[src/rtl/led_pattern_sched.sv]
// rtl/led_pattern_sched.sv - tick time-base and LED pattern scheduler (off/flash/run/bounce)
module led_pattern_sched #(
    parameter int T_TICK = 2_499_999,
    parameter int CNT_W  = 22,
    parameter int N_LED  = 4
) (
    input  logic             CLK,
    input  logic             RSTn,
    input  logic             Mode_Req,
    input  logic [1:0]       Mode_Sel,
    input  logic             Hold,
    output logic [N_LED-1:0] LED_Out,
    output logic [1:0]       Mode_Cur,
    output logic             Pending,
    output logic             Tick_Out
);

    localparam logic [1:0] MODE_OFF    = 2'd0;
    localparam logic [1:0] MODE_FLASH  = 2'd1;
    localparam logic [1:0] MODE_RUN    = 2'd2;
    localparam logic [1:0] MODE_BOUNCE = 2'd3;

    localparam logic [CNT_W-1:0] TERM     = CNT_W'(T_TICK);
    localparam logic [N_LED-1:0] LED_LSB  = {{(N_LED-1){1'b0}}, 1'b1};
    localparam logic [N_LED-1:0] LED_ALL  = {N_LED{1'b1}};
    localparam logic [N_LED-1:0] LED_NONE = {N_LED{1'b0}};

    logic [CNT_W-1:0] count;
    logic [CNT_W-1:0] count_nxt;
    logic             tick_edge;
    logic [1:0]       pend_mode;
    logic             dir_up;
    logic             dir_up_nxt;
    logic [N_LED-1:0] led_nxt;
    logic [1:0]       mode_nxt;

    // Tick edge: terminal count reached while not held; Hold freezes the counter in place.
    always_comb begin
        tick_edge = !Hold && (count == TERM);
        if (Hold)
            count_nxt = count;
        else if (tick_edge)
            count_nxt = '0;
        else
            count_nxt = count + 1'b1;
    end

    // Next pattern: a pending request wins over advancing; RUN/BOUNCE recover to LSB if ever blank.
    always_comb begin
        led_nxt    = LED_Out;
        mode_nxt   = Mode_Cur;
        dir_up_nxt = dir_up;
        if (tick_edge) begin
            if (Pending) begin
                mode_nxt   = pend_mode;
                dir_up_nxt = 1'b1;
                case (pend_mode)
                    MODE_OFF:   led_nxt = LED_NONE;
                    MODE_FLASH: led_nxt = LED_ALL;
                    default:    led_nxt = LED_LSB;
                endcase
            end else begin
                case (Mode_Cur)
                    MODE_OFF:   led_nxt = LED_NONE;
                    MODE_FLASH: led_nxt = ~LED_Out;
                    MODE_RUN: begin
                        if (LED_Out == LED_NONE)
                            led_nxt = LED_LSB;
                        else
                            led_nxt = {LED_Out[N_LED-2:0], LED_Out[N_LED-1]};
                    end
                    MODE_BOUNCE: begin
                        if (LED_Out == LED_NONE) begin
                            led_nxt    = LED_LSB;
                            dir_up_nxt = 1'b1;
                        end else if (dir_up) begin
                            led_nxt = LED_Out << 1;
                            if (led_nxt[N_LED-1])
                                dir_up_nxt = 1'b0;
                        end else begin
                            led_nxt = LED_Out >> 1;
                            if (led_nxt[0])
                                dir_up_nxt = 1'b1;
                        end
                    end
                    default:    led_nxt = LED_NONE;
                endcase
            end
        end
    end

    // State register: counter, pattern, direction and request latch; a same-cycle request re-arms Pending.
    always_ff @(posedge CLK) begin
        if (!RSTn) begin
            count     <= '0;
            LED_Out   <= LED_NONE;
            Mode_Cur  <= MODE_OFF;
            Pending   <= 1'b0;
            pend_mode <= MODE_OFF;
            dir_up    <= 1'b1;
            Tick_Out  <= 1'b0;
        end else begin
            count    <= count_nxt;
            LED_Out  <= led_nxt;
            Mode_Cur <= mode_nxt;
            dir_up   <= dir_up_nxt;
            Tick_Out <= tick_edge;
            if (Mode_Req) begin
                pend_mode <= Mode_Sel;
                Pending   <= 1'b1;
            end else if (tick_edge) begin
                Pending   <= 1'b0;
            end
        end
    end

endmodule
[config.mk]
export PLATFORM = sky130hd
export DESIGN_NAME = led_pattern_sched
export DESIGN_NICKNAME = d
export VERILOG_FILES = /design/src/rtl/led_pattern_sched.sv
export SDC_FILE = /design/constraint.sdc
export NUM_CORES = 1
export LEC_CHECK = 0
export CORE_ASPECT_RATIO = 1.5
export CORE_UTILIZATION = 63
export CTS_BUF_LIST = sky130_fd_sc_hd__clkbuf_8
export DETAILED_ROUTE_END_ITERATION = 10
export GPL_ROUTABILITY_DRIVEN = 1
export PLACE_DENSITY = 0.82
export SLEW_MARGIN = 20
export SYNTH_ARGS = -nofsm -noshare
export SYNTH_HDL_FRONTEND = slang
export SYNTH_SLANG_ARGS = --single-unit
[constraint.sdc]
create_clock -name CLK -period 5.1 [get_ports CLK]
set_input_delay 1.02 -clock CLK [delete_from_list [all_inputs] [get_ports CLK]]
set_output_delay 1.02 -clock CLK [all_outputs]
set_load 0.005 [all_outputs]
==> flow_summary.toml <==
[power]
vdd_ir_drop_max_v = 0.000270
power_density_nw_per_um2 = 275
p_leak_nw = 0.670

[clock_network]
clock_tree.htree_level_count = 2
clock-sinks = 33
worst_skew_pair.late_latency_ns = 0.28
cts.reportedPaths.clkPinSlew_ns = 0.06
cts.hold.buffers_added = 0
cts_resized = 0
max-clock-path-buffers = 2
cts_tree = "built"
root_buffer = "sky130_fd_sc_hd__clkbuf_8"
tritoncts.num_buffers = 5
cts.repair_timing.setup_buffer_count = 0

[route]
vias = 1317
totalWireLength_um = 3290
number_of_remaining_drc_errors = 0
drt_pre_antenna_iters = 5
via_per_inst = 6.07
wl_per_cell_um = 15.2
antenna_violation_net_count_after_detailed_routing = 0
initialDrtViolationCount = 50

[worst_setup_path]
worst_setup_path_start_kind = "input pin"
worstPathRequired_ns = 5.26
worstRegToRegCells = 6
setup.worst_path.end = "count[14]"
timing.critical_path.fanout_max = 8
worst_setup_path_end_kind = "register"
cp.arrival_ns = 3.06
worst_r2r_dst = "count[14]"
ff_to_ff_setup_slack_ns = 2.99
path_class = "input pin to register"
crit-reg2reg-launch = "count[0]"
critPathLaunch = "Hold"

[placement]
gpl.final_weighted_congestion = 0.845
placed_area_um2 = 1700
detailedPlace.worstSlack_ns = 2.01
dp.final_hpwl_um = 2360
portBuffers = 13

[sta]
final.period_utilization_pct = 56.9
unrepaired_setup_endpoints_after_global_routing = "no"
clock-skew-final_ns = 0.00308
report.final.hold_viol_count = 0
max_freq_mhz = 345
finalSetupViolCount = 0
drv_slew = 0
finalWorstSetupSlack_ns = 2.20
timing.max_slew.rel_slack_pct = 39.1
setup_tns_ns = 0
transition_time_at_the_pin_with_the_least_slew_margin_ns = 0.904
timing.final.crit_period_ns = 2.90

[yosys]
yosys_register_bits = 33
yosysUniqueCellTypes = 42
post_synthesis_cell_count = 178
synthesized_area_um2 = 1590
synth_nets = 185
synth-seq-area-share_pct = 41.6
synth_area_per_cell_um2 = 8.92
ys_warn_count = 0

[job]
max_cap_viol_count = 0

[cells_and_area]
ff_latch_area_um2 = 661
areaGrowthSynthToFinish_pct = 13.2
fraction_of_final_layout_cells_with_drive_strength_greater_than_1_pct = 9.79
mostFrequentLayoutCell = "sky130_fd_sc_hd__dfxtp_1"
final_design_area_no_fill_um2 = 1800
multi_input_comb_area_um2 = 861
n_antenna_cell = 0
filler_cell_count = 172
most-common-layout-cells = "sky130_fd_sc_hd__dfxtp_1 (33), sky130_fd_sc_hd__nor2_1 (32), sky130_fd_sc_hd__nand2_1 (17)"
finish.net_count = 200
final_core_util_pct = 77.7

[hold_path]
worstHoldPathType = "register to register"

[global_routing]
pin_count_of_the_biggest_net_entering_global_routing = 21
grt_remaining_overflow = 0
grt.total_usage_pct = 27.2
grt_pass1_wl_um = 5690
number_of_antenna_violations_at_the_first_check_in_global_routing = 0
number_of_global_route_vias_before_repair = 1323

[floorplanning]
floorplan.die.height_um = 63.5
i_o_pins = 14
die_w_um = 43.0
placement_rows = 21
core_area_um2 = 2310
dieArea_um2 = 2730
initial_cell_density_of_the_core_pct = 68.7

[outcome]
run_status = "complete, no violations"
synth_stat cells:
cell	n	share of area (%)
sky130_fd_sc_hd__a22oi_1	3	1.4
sky130_fd_sc_hd__xor2_1	16	8.8
sky130_fd_sc_hd__or4b_4	1	0.87
sky130_fd_sc_hd__o221a_1	1	0.71
sky130_fd_sc_hd__xnor2_1	4	2.2
sky130_fd_sc_hd__a21oi_1	7	2.2
sky130_fd_sc_hd__nand4_2	1	0.79
sky130_fd_sc_hd__inv_1	4	0.95
sky130_fd_sc_hd__or3_2	1	0.47
sky130_fd_sc_hd__nor4_2	1	0.79
sky130_fd_sc_hd__nor4bb_1	1	0.63
sky130_fd_sc_hd__or2_2	1	0.39
sky130_fd_sc_hd__nand2_2	1	0.39
sky130_fd_sc_hd__or3b_2	1	0.55
sky130_fd_sc_hd__and4_1	2	1.1
sky130_fd_sc_hd__nor4_1	2	0.79
sky130_fd_sc_hd__nand4_1	5	2.0
sky130_fd_sc_hd__a21o_2	1	0.55
sky130_fd_sc_hd__and3b_1	1	0.55
sky130_fd_sc_hd__nor2b_1	1	0.39
sky130_fd_sc_hd__o211a_1	1	0.63
sky130_fd_sc_hd__and4_2	1	0.63
sky130_fd_sc_hd__and4b_2	1	0.71
sky130_fd_sc_hd__o311ai_1	1	0.55
sky130_fd_sc_hd__a31oi_1	1	0.39
sky130_fd_sc_hd__o21ai_0	7	2.2
sky130_fd_sc_hd__nand3_1	6	1.9
sky130_fd_sc_hd__nand2_1	17	4.0
sky130_fd_sc_hd__clkbuf_1	1	0.24
sky130_fd_sc_hd__o211ai_1	1	0.47
sky130_fd_sc_hd__nor3_1	1	0.31
sky130_fd_sc_hd__and3_1	2	0.79
sky130_fd_sc_hd__dfxtp_1	33	42
sky130_fd_sc_hd__nand4b_1	2	1.1
sky130_fd_sc_hd__or3_1	2	0.79
sky130_fd_sc_hd__buf_6	3	2.1
sky130_fd_sc_hd__nor2_1	32	7.6
sky130_fd_sc_hd__nor4_4	1	1.3
sky130_fd_sc_hd__mux2i_1	4	2.5
sky130_fd_sc_hd__clkbuf_8	1	0.87
sky130_fd_sc_hd__ha_1	1	0.79
sky130_fd_sc_hd__nand3b_1	4	1.9
metrics by stage:
step / power [mW] / hold slack (ns) / cells
floorplan: 0.280 / 0.451 / 178
global placement: 0.286 / 0.471 / 209
detailed placement: 0.287 / 0.475 / 209
CTS: 0.497 / 0.488 / 217
global route: 0.509 / 0.522 / 217
finish: 0.493 / 0.486 / 217
per-layer routing:
metal,global-route usage (%),routed length (um)
met5,0,0
met3,7.16,105
met2,51.9,1830
met1,26.6,1280
met4,10.2,79
critical path: stages:
cell and delay [ns]:
sky130_fd_sc_hd__clkdlybuf4s50_1 0.51, sky130_fd_sc_hd__nand3b_1 0.22, sky130_fd_sc_hd__nor4_1 0.79, sky130_fd_sc_hd__nand4_1 0.25, sky130_fd_sc_hd__xor2_1 0.22, sky130_fd_sc_hd__nor2_1 0.05
kinds of logic (layout without fill, tap and decap cells):
kind of cell / count (synthesis) / after routing / share of synthesized area [%]
multiplexers: 4 / 4 / 2.52
AO/OA/AOI/OAI: 23 / 23 / 9.14
buffers and inverters: 9 / 25 / 4.18
AND/OR/NAND/NOR: 88 / 88 / 30.7
adder cells (fa/ha/maj): 1 / 1 / 0.788
flip-flops: 33 / 33 / 41.6
XOR/XNOR: 20 / 20 / 11.0
worst min path at each step:
stage	start	to	slack [ns]	cells after the start
after floorplan	pend_mode[0]	Mode_Cur[0]	0.45	2
after global placement	count[1]	count[1]	0.47	2
after detailed placement	pend_mode[0]	Mode_Cur[0]	0.48	2
after CTS	pend_mode[0]	Mode_Cur[0]	0.49	2
after global routing	pend_mode[0]	Mode_Cur[0]	0.52	2
final	pend_mode[0]	Mode_Cur[0]	0.49	2
where the power goes:
group | switching, mW | total (mW) | internal, mW
logic | 0.00876 | 0.0175 | 0.00874
clock network | 0.0902 | 0.212 | 0.122
registers | 0.00333 | 0.264 | 0.260
layout make-up:
type	count	share of cell area (%)
Sequential cell	33	36.8
Multi-Input combinational cell	136	47.9
Timing Repair Buffer	13	7.24
Clock buffer	7	5.36
Tap cell	23	1.60
Clock inverter	1	0.279
Inverter	4	0.836
flip-flops by register name, indices dropped and copies added (netlist names):
name	count
LED_Out	4
pend_mode	2
Pending	1
dir_up	1
Tick_Out	1
Mode_Cur	2
count	22
Note: power is estimated with default switching activity, not from simulation.
